<file path="config.mk">
export PLATFORM = sky130hd
export DESIGN_NAME = path_traceback_flat
export DESIGN_NICKNAME = d
export VERILOG_FILES = /design/src/rtl/path_traceback_if.sv /design/src/rtl/path_traceback.sv /design/src/flat_wrapper.sv
export SDC_FILE = /design/constraint.sdc
export NUM_CORES = 1
export LEC_CHECK = 0
export CORE_AREA = 5 5 106 108
export CTS_CLUSTER_DIAMETER = 30
export DETAILED_ROUTE_END_ITERATION = 12
export DIE_AREA = 0 0 111 113
export PLACE_DENSITY = 0.84
export SYNTH_ARGS = -nofsm -noshare
export SYNTH_HDL_FRONTEND = slang
export SYNTH_SLANG_ARGS = --single-unit
</file>
<file path="constraint.sdc">
create_clock -name clk -period 6.56 [get_ports clk]
set_clock_uncertainty 0.05 [all_clocks]
set_input_delay 1.312 -clock clk [delete_from_list [all_inputs] [get_ports clk]]
set_output_delay 1.312 -clock clk [all_outputs]
set_load 0.01 [all_outputs]
</file>
<file path="src/rtl/path_traceback_if.sv">
// Memory and control bundle between path_traceback (master) and the
// surrounding solver / memory side (slave).
interface path_traceback_if #(
    parameter int D_WIDTH = 8,
    parameter int A_WIDTH = 13
);
    logic               go;
    logic [D_WIDTH-1:0] p_in;
    logic [D_WIDTH-1:0] l_in;
    logic [A_WIDTH-1:0] p_addr;
    logic [A_WIDTH-1:0] l_addr;
    logic [A_WIDTH-1:0] q_addr;
    logic               p_en;
    logic               p_rw;
    logic               l_en;
    logic               l_rw;
    logic               q_en;
    logic               q_rw;
    logic [D_WIDTH-1:0] q_out;
    logic [D_WIDTH-1:0] cost;
    logic [A_WIDTH-1:0] len;
    logic               busy;
    logic               done;
    logic               err;

    modport master (
        input  go, p_in, l_in,
        output p_addr, l_addr, q_addr, p_en, p_rw, l_en, l_rw, q_en, q_rw,
               q_out, cost, len, busy, done, err
    );

    modport slave (
        output go, p_in, l_in,
        input  p_addr, l_addr, q_addr, p_en, p_rw, l_en, l_rw, q_en, q_rw,
               q_out, cost, len, busy, done, err
    );
endinterface

</file>
<file path="src/rtl/path_traceback.sv">
// Walks the predecessor memory from the bottom-right cell back to the origin,
// writing each direction code to Q and reporting path cost and length.
module path_traceback #(
    parameter int D_WIDTH = 8,
    parameter int A_WIDTH = 13,
    parameter int COLS    = 4,
    parameter int ROWS    = 2048
) (
    input  logic clk,
    input  logic rst_n,
    path_traceback_if.master bus
);
    localparam logic [D_WIDTH-1:0] CODE_START = D_WIDTH'(8'h08);
    localparam logic [D_WIDTH-1:0] CODE_RIGHT = D_WIDTH'(8'h09);
    localparam logic [D_WIDTH-1:0] CODE_DOWN  = D_WIDTH'(8'h0A);
    localparam logic [A_WIDTH-1:0] LAST_ADDR  = A_WIDTH'(ROWS * COLS - 1);
    localparam logic [A_WIDTH-1:0] LAST_ROW   = A_WIDTH'(ROWS - 1);
    localparam logic [A_WIDTH-1:0] LAST_COL   = A_WIDTH'(COLS - 1);
    localparam logic [A_WIDTH-1:0] ROW_STEP   = A_WIDTH'(COLS);

    typedef enum logic [2:0] {IDLE, RD_L, CAP_L, RD_P, CAP_P, EVAL, DONE} state_t;

    state_t             state, state_nxt;
    logic [A_WIDTH-1:0] row, row_nxt, col, col_nxt, cur_addr, addr_nxt;
    logic [A_WIDTH-1:0] len, len_nxt, p_addr, p_addr_nxt, l_addr, l_addr_nxt;
    logic [A_WIDTH-1:0] q_addr, q_addr_nxt;
    logic [D_WIDTH-1:0] p_reg, p_reg_nxt, cost, cost_nxt, q_out, q_out_nxt;
    logic               err, err_nxt, p_en, p_en_nxt, l_en, l_en_nxt;
    logic               q_en, q_en_nxt, busy, done;

    function automatic logic step_ok(input logic [D_WIDTH-1:0] code,
                                     input logic [A_WIDTH-1:0] r,
                                     input logic [A_WIDTH-1:0] c);
        step_ok = ((code == CODE_START) && (r == '0) && (c == '0)) ||
                  ((code == CODE_RIGHT) && (c != '0)) ||
                  ((code == CODE_DOWN)  && (r != '0));
    endfunction

    always_comb begin
        state_nxt  = state;
        row_nxt    = row;
        col_nxt    = col;
        addr_nxt   = cur_addr;
        len_nxt    = len;
        cost_nxt   = cost;
        err_nxt    = err;
        p_reg_nxt  = p_reg;
        p_addr_nxt = p_addr;
        l_addr_nxt = l_addr;
        q_addr_nxt = q_addr;
        q_out_nxt  = q_out;
        p_en_nxt   = 1'b0;
        l_en_nxt   = 1'b0;
        q_en_nxt   = 1'b0;
        unique case (state)
            IDLE: begin
                if (bus.go) begin
                    len_nxt    = '0;
                    err_nxt    = 1'b0;
                    cost_nxt   = '0;
                    row_nxt    = LAST_ROW;
                    col_nxt    = LAST_COL;
                    addr_nxt   = LAST_ADDR;
                    l_en_nxt   = 1'b1;
                    l_addr_nxt = LAST_ADDR;
                    state_nxt  = RD_L;
                end
            end
            RD_L: state_nxt = CAP_L;
            CAP_L: begin
                cost_nxt   = bus.l_in;
                p_en_nxt   = 1'b1;
                p_addr_nxt = cur_addr;
                state_nxt  = RD_P;
            end
            RD_P: state_nxt = CAP_P;
            CAP_P: begin
                // The Q write is decided here so that it is a registered output during EVAL.
                p_reg_nxt = bus.p_in;
                if (step_ok(bus.p_in, row, col)) begin
                    q_en_nxt   = 1'b1;
                    q_addr_nxt = len;
                    q_out_nxt  = bus.p_in;
                end
                state_nxt = EVAL;
            end
            EVAL: begin
                if (!step_ok(p_reg, row, col)) begin
                    err_nxt   = 1'b1;
                    state_nxt = DONE;
                end else begin
                    len_nxt = len + 1'b1;
                    if (p_reg == CODE_START) begin
                        state_nxt = DONE;
                    end else begin
                        if (p_reg == CODE_RIGHT) begin
                            col_nxt  = col - 1'b1;
                            addr_nxt = cur_addr - 1'b1;
                        end else begin
                            row_nxt  = row - 1'b1;
                            addr_nxt = cur_addr - ROW_STEP;
                        end
                        p_en_nxt   = 1'b1;
                        p_addr_nxt = addr_nxt;
                        state_nxt  = RD_P;
                    end
                end
            end
            DONE: state_nxt = IDLE;
            default: state_nxt = IDLE;
        endcase
    end

    always_ff @(posedge clk or negedge rst_n) begin
        if (!rst_n) begin
            state    <= IDLE;
            row      <= '0;
            col      <= '0;
            cur_addr <= '0;
            len      <= '0;
            cost     <= '0;
            err      <= 1'b0;
            p_reg    <= '0;
            p_addr   <= '0;
            l_addr   <= '0;
            q_addr   <= '0;
            q_out    <= '0;
            p_en     <= 1'b0;
            l_en     <= 1'b0;
            q_en     <= 1'b0;
            busy     <= 1'b0;
            done     <= 1'b0;
        end else begin
            state    <= state_nxt;
            row      <= row_nxt;
            col      <= col_nxt;
            cur_addr <= addr_nxt;
            len      <= len_nxt;
            cost     <= cost_nxt;
            err      <= err_nxt;
            p_reg    <= p_reg_nxt;
            p_addr   <= p_addr_nxt;
            l_addr   <= l_addr_nxt;
            q_addr   <= q_addr_nxt;
            q_out    <= q_out_nxt;
            p_en     <= p_en_nxt;
            l_en     <= l_en_nxt;
            q_en     <= q_en_nxt;
            busy     <= (state_nxt != IDLE);
            done     <= (state_nxt == DONE);
        end
    end

    assign bus.p_addr = p_addr;
    assign bus.l_addr = l_addr;
    assign bus.q_addr = q_addr;
    assign bus.p_en   = p_en;
    assign bus.p_rw   = 1'b0;
    assign bus.l_en   = l_en;
    assign bus.l_rw   = 1'b0;
    assign bus.q_en   = q_en;
    assign bus.q_rw   = q_en;
    assign bus.q_out  = q_out;
    assign bus.cost   = cost;
    assign bus.len    = len;
    assign bus.busy   = busy;
    assign bus.done   = done;
    assign bus.err    = err;
endmodule
</file>
<file path="src/flat_wrapper.sv">
// flat-port wrapper written by rule: the top's interface ports become plain ports
module path_traceback_flat 
#(
    parameter int D_WIDTH = 8,
    parameter int A_WIDTH = 13,
    parameter int COLS    = 4,
    parameter int ROWS    = 2048
)
  (clk, rst_n, bus_go, bus_p_in, bus_l_in, bus_p_addr, bus_l_addr, bus_q_addr, bus_p_en, bus_p_rw, bus_l_en, bus_l_rw, bus_q_en, bus_q_rw, bus_q_out, bus_cost, bus_len, bus_busy, bus_done, bus_err);
  path_traceback_if #(.D_WIDTH(D_WIDTH), .A_WIDTH(A_WIDTH)) bus_i ();
  input  logic clk;
  input  logic rst_n;
  input wire logic [$bits(bus_i.go)-1:0] bus_go;
  input wire logic [$bits(bus_i.p_in)-1:0] bus_p_in;
  input wire logic [$bits(bus_i.l_in)-1:0] bus_l_in;
  output wire logic [$bits(bus_i.p_addr)-1:0] bus_p_addr;
  output wire logic [$bits(bus_i.l_addr)-1:0] bus_l_addr;
  output wire logic [$bits(bus_i.q_addr)-1:0] bus_q_addr;
  output wire logic [$bits(bus_i.p_en)-1:0] bus_p_en;
  output wire logic [$bits(bus_i.p_rw)-1:0] bus_p_rw;
  output wire logic [$bits(bus_i.l_en)-1:0] bus_l_en;
  output wire logic [$bits(bus_i.l_rw)-1:0] bus_l_rw;
  output wire logic [$bits(bus_i.q_en)-1:0] bus_q_en;
  output wire logic [$bits(bus_i.q_rw)-1:0] bus_q_rw;
  output wire logic [$bits(bus_i.q_out)-1:0] bus_q_out;
  output wire logic [$bits(bus_i.cost)-1:0] bus_cost;
  output wire logic [$bits(bus_i.len)-1:0] bus_len;
  output wire logic [$bits(bus_i.busy)-1:0] bus_busy;
  output wire logic [$bits(bus_i.done)-1:0] bus_done;
  output wire logic [$bits(bus_i.err)-1:0] bus_err;
  assign bus_i.go = bus_go;
  assign bus_i.p_in = bus_p_in;
  assign bus_i.l_in = bus_l_in;
  assign bus_p_addr = bus_i.p_addr;
  assign bus_l_addr = bus_i.l_addr;
  assign bus_q_addr = bus_i.q_addr;
  assign bus_p_en = bus_i.p_en;
  assign bus_p_rw = bus_i.p_rw;
  assign bus_l_en = bus_i.l_en;
  assign bus_l_rw = bus_i.l_rw;
  assign bus_q_en = bus_i.q_en;
  assign bus_q_rw = bus_i.q_rw;
  assign bus_q_out = bus_i.q_out;
  assign bus_cost = bus_i.cost;
  assign bus_len = bus_i.len;
  assign bus_busy = bus_i.busy;
  assign bus_done = bus_i.done;
  assign bus_err = bus_i.err;
  path_traceback #(.D_WIDTH(D_WIDTH), .A_WIDTH(A_WIDTH), .COLS(COLS), .ROWS(ROWS)) u_core (.clk(clk), .rst_n(rst_n), .bus(bus_i));
endmodule
</file>
# ---- Word-level counts from Yosys, hierarchy flattened
# Cells that the tools add are included.
dict set report classes {
  reduce_logical 30
  n_eq_ne 18
  add_sub_neg 5
  n_mux 35
}
# operator n
set ops {}
lappend ops {{$mux W13} 14}
lappend ops {{$pmux W13 S2} 5}
lappend ops {{$eq A8 B4 Y1 const B} 6}
lappend ops {{$sub A13 B1 Y13 const B} 3}
lappend ops {{$logic_not A13 Y1} 2}
lappend ops {{$reduce_bool A13 Y1} 2}
lappend ops {{$pmux W3 S6} 1}
lappend ops {{$pmux W8 S2} 1}
lappend ops {{$add A13 B1 Y13 const B} 1}
lappend ops {{$sub A13 B3 Y13 const B} 1}
lappend ops {{$reduce_and A5 Y1} 2}
lappend ops {{$eq A3 B3 Y1 const B} 3}
lappend ops {{$mux W3} 3}
lappend ops {{$reduce_and A3 Y1} 3}
lappend ops {{$logic_and A1 B1 Y1} 8}
lappend ops {{$mux W1} 8}
lappend ops {{$mux W8} 1}
lappend ops {{$ne A2 B2 Y1 const B} 4}
lappend ops {{$eq A3 B2 Y1 const B} 2}
lappend ops {{$reduce_and A2 Y1} 3}
lappend ops {{$reduce_bool A2 Y1} 3}
lappend ops {{$logic_or A1 B1 Y1} 4}
lappend ops {{$ne A2 B1 Y1 const B} 2}
lappend ops {{$pmux W1 S2} 2}
lappend ops {{other kinds (4)} 4}
dict set report totals {
  regBits 112
  output_inout_bits 77
  in_bits 19
}

# ---- Depth between registers and ports, before layout
dict set report logic_depth {
  ltp_word 8
  ltp_mapped 10
}

# ---- Worst setup path before layout
# No wires, ideal clock.
dict set report synth_timing {
  kind {input to register}
  startpoint {input port bus_p_in[0]}
  endpoint {register u_core.q_out[0], in the netlist u_core.bus.q_out[0]}
  t_required_ns 6.385
  cell_stages 5
  setup_ns 0.125
  setup_slack_ns 3.778
  path_buffers 1
  t_arrival_ns 2.608
  path_cell_list {or3_1 -> a21o_1 -> a21oi_2 -> buf_2 -> mux2_2}
}
dict set report synth_between {
  elab_chain_cells 6
  elab_cells_between_ends 10
  classes_between {eq/ne (3); reduce/logical (7)}
}
# item line_no
set synth_rtl {}
lappend synth_rtl {{from (decl)} flat_wrapper.sv:14} ;# input wire logic [$bits(bus_i.p_in)-1:0] bus_p_in;
lappend synth_rtl {{$eq A8 B4 Y1} path_traceback.sv:34} ;# step_ok = ((code == CODE_START) && (r == '0) && (c == '0)) ||
lappend synth_rtl {{$logic_and A1 B1 Y1 (2 in series)} path_traceback.sv:34}
lappend synth_rtl {{$logic_or A1 B1 Y1} path_traceback.sv:34}
lappend synth_rtl {{$logic_or A1 B1 Y1} path_traceback.sv:35} ;# ((code == CODE_RIGHT) && (c != '0)) ||
lappend synth_rtl {{$reduce_and A2 Y1 (no line)} --}
lappend synth_rtl {{to (signal assigned)} path_traceback.sv:145} ;# q_out <= q_out_nxt;
lappend synth_rtl {{to (decl)} path_traceback.sv:27} ;# logic [D_WIDTH-1:0] p_reg, p_reg_nxt, cost, cost_nxt, q_out, q_out_nxt;
# Several ways; a longest one is shown, not always the timed one.
# A chain may end at the register's enable or synchronous reset.

# ---- Worst setup path in the final report
dict set report layout_timing {
  startpoint {input port bus_go}
  endpoint {register u_core.cur_addr[11]}
}
dict set report layout_between {
  elab_chain_cells 2
}
# item line_no
set layout_rtl {}
lappend layout_rtl {{from (decl)} flat_wrapper.sv:13} ;# input wire logic [$bits(bus_i.go)-1:0] bus_go;
lappend layout_rtl {{$ne A2 B2 Y1 (no line)} --}
lappend layout_rtl {{$reduce_and A4 Y1 (no line)} --}
lappend layout_rtl {{to (signal assigned)} path_traceback.sv:137} ;# cur_addr <= addr_nxt;
lappend layout_rtl {{to (decl)} path_traceback.sv:24} ;# logic [A_WIDTH-1:0] row, row_nxt, col, col_nxt, cur_addr, addr_nxt;
# Every way passes these cells.

==> summary.txt <==
Status
  • Status: complete, no violations

Global routing
  • Largest net degree at the start of global routing: 72
  • Initial antenna violation count: 0
  • Gr ovfl total: 0
  • First-pass GRT wire length: 20470 um
  • Global-route usage over all layers: 19.74%
  • Vias in the first global route: 4175

Timing
  • Slew Limit Fails: 0
  • RSZ-0062 raised after global routing: false
  • Setup TNS: 0 ns
  • Max Freq: 293.3 MHz
  • Final hold violation count: 0
  • Worst Tran Pin Value: 1.153 ns
  • Final period utilization: 51.97%
  • Min Tclk post-route: 3.409 ns
  • Final setup margin: 3.151 ns
  • Setup-failing EPs final: 0
  • Slew Limit Headroom: 22.96%

Detailed routing
  • Drt first pass iters: 5
  • Post-route ant nets: 0
  • DRT iter0 DRCs: 263
  • Routed wire per std cell: 16.97 um
  • Vias per inst: 5.832
  • Wirelength, routed: 12390 um
  • Via count: 4257
  • DRC viols: 0

Worst setup path
  • Slowest cell on the critical path: a21oi_1
  • Reg-to-reg startpoint: u_core.row[0]$_DFFE_PN0P_
  • R2R Setup Slk: 3.28 ns
  • Top cell by count, worst path: a21oi_1
  • Worst EP arrival: 3.60 ns
  • Delay of the slowest critical-path stage: 0.59 ns
  • Crit path max-delay family: compound AO/OA/AOI/OAI gates
  • Kind of critical path: in -> reg
  • Type of origin of the critical path: input port
  • Cells along the critical path: clkdlybuf4s50_1 > nand3_1 > clkinv_1 > a21oi_1 > nand2_1 > a21oi_1 > a31oi_1
  • R2R depth: 8
  • CP Capture Type: register
  • Worst setup endpoint: u_core.cur_addr[11]$_DFFE_PN0P_
  • Worst setup startpoint: bus_go
  • Critical Path Fanout Max: 17
  • Worst Path Buf+Inv: 2
  • Reg2reg end: u_core.bus.q_addr[10]$_DFFE_PN0P_
  • Critical Path RT: 6.75 ns
  • Instance count on the critical path: 7

Clock network
  • CTS tree: built
  • Clock Pin Slew Worst Setup and Hold Paths: 0.11 ns
  • Cts hold-fix bufs: 0
  • CTS root buf: clkbuf_8
  • CTS resizes: 0
  • Total CTS buffers: 9
  • Worst-Skew Late Latency: 0.39 ns
  • H-tree Lvls: 3
  • Setup repair bufs after CTS: 0
  • Maximum root-to-sink buffer count: 2
  • TritonCTS Sinks: 112

Floorplan
  • Initial Utilization: 53.83%
  • Row count: 37
  • Io pins: 96
  • Die span in x: 111 um
  • Placeable core region: 10140 um2
  • Die Ht: 113 um
  • Die area: 12540 um2

Final layout
  • Layout area overhead: 20.91%
  • Multi-input gate area: 2406 um2
  • Final Cell Area: 6599 um2
  • FF+latch area: 2803 um2
  • Layout net count: 614
  • Fillers: 795
  • Share of cells above drive strength 1: 9.428%
  • Diode count: 0

Logic synthesis
  • Top-area cell type share of the netlist area: 51.35%
  • Synthesized area per cell: 10.56 um2
  • Post-synth EDFFs: 0
  • Mapped Area: 5458 um2
  • Ys async rst share: 100.0%
  • #FFs+latches synth: 112
  • Cell count after synthesis: 517
  • Unique masters post-synth: 62
  • Commonest cells post-synth: dfrtp_1 (112), nand2_1 (48), nor2_1 (42)
  • Post-synthesis sequential area ratio: 51.35%
  • Cell taking the most area after synthesis: dfrtp_1
  • Count leader, synth: dfrtp_1
  • Synthesis Warnings: 0
  • Top_reg_cell synth: dfrtp_1
  • Area contributors post-synth: dfrtp_1 (51%), mux2_2 (4.7%), xnor2_1 (4.7%), nand2_1 (3.3%), nor2_1 (2.9%)

Min path
  • Min-Delay Path Class: reg -> reg
  • Hold Path Origin: u_core.bus.q_out[3]$_DFFE_PN0P_

Power and ir drop
  • Pleak: 2.755 nW
  • Power Density: 282.2 nW/um2
  • Worst VDD drop: 0.1475 mV

Place
  • Post-DP HPWL: 8831 um
  • Dpl ws: 2.734 ns
  • Port bufs: 93
  • Placed Area: 6379 um2
  • GPL Wtd Cong: 0.8457

Flow run
  • MaxCap Viol Count: 0
==> how the worst min path moves through the flow <==
stage,cells after the start,endpoint
2_1_floorplan,1,u_core.row[0]$_DFFE_PN0P_
3_3_place_gp,1,u_core.bus.q_out[3]$_DFFE_PN0P_
3_5_place_dp,1,u_core.bus.q_out[3]$_DFFE_PN0P_
4_1_cts,1,u_core.bus.q_out[3]$_DFFE_PN0P_
5_1_grt,1,u_core.bus.q_out[3]$_DFFE_PN0P_
6_report,1,u_core.bus.q_out[3]$_DFFE_PN0P_
==> kinds of logic after synthesis <==
group                    count (synthesis)  share of synthesized area (%)
AND/OR/NAND/NOR                        187                          18.75
flip-flops                             112                          51.35
AO/OA/AOI/OAI                           97                          12.04
buffers and inverters                   49                          4.631
XOR/XNOR                                34                          5.456
multiplexers                            31                          6.327
adder cells (fa/ha/maj)                  6                          1.375
other                                    1                        0.06871
==> layout make-up <==
cell class / count / area share [%]
well taps: 136 / 2.579
multi-input cells: 357 / 36.46
clock inverters: 7 / 1.460
repair buffers: 96 / 14.41
inverters: 13 / 0.7395
flip-flops and latches: 112 / 42.47
clock buffers: 9 / 1.877
==> routing by layer <==
layer  vias up  wire length [um]  GRT usage, %
li1       1966                 -             -
met1      2101              5262         26.17
met3        21               869         4.385
met2       169              6064         32.12
met4         0               193         7.225
met5         -                 0             0
==> cell usage in the layout, fill, tap and decap left out, types with 4 or more instances in the layout <==
| cell | instances |
|---|---|
| mux2_2 | 23 |
| dfrtp_1 | 112 |
| ha_1 | 6 |
| o31ai_1 | 10 |
| or3_1 | 8 |
| clkbuf_8 | 9 |
| nand2b_1 | 4 |
| a21oi_1 | 20 |
| clkdlybuf4s50_1 | 92 |
| nor3_1 | 11 |
| o21ai_0 | 24 |
| mux2_1 | 5 |
| nand3_1 | 16 |
| inv_1 | 11 |
| nand2_1 | 48 |
| xnor2_1 | 29 |
| and4_1 | 4 |
| a21o_1 | 4 |
| xor2_1 | 5 |
| nand4_1 | 4 |
| nand4b_1 | 5 |
| a31oi_1 | 5 |
| a211oi_1 | 5 |
| nor2_1 | 42 |
| buf_4 | 4 |
| nor2b_1 | 11 |
| nor4_1 | 11 |
| a22o_1 | 9 |
==> stage by stage <==
step	utilization, %	hold WS (ns)	std cells	total power, mW
floorplan	-	0.4115	518	1.180
global placement	62.92	0.4088	714	1.399
detailed placement	62.92	0.4041	714	1.423
CTS	65.09	0.4306	730	1.868
global route	65.09	0.4436	730	1.962
finish	65.09	0.4323	730	1.862
==> power breakdown <==
| part | switching, mW | internal, mW |
|---|---|---|
| combinational | 0.289 | 0.249 |
| sequential | 0.0791 | 0.792 |
| clock | 0.263 | 0.189 |
Power figures use the tool's default switching activity.
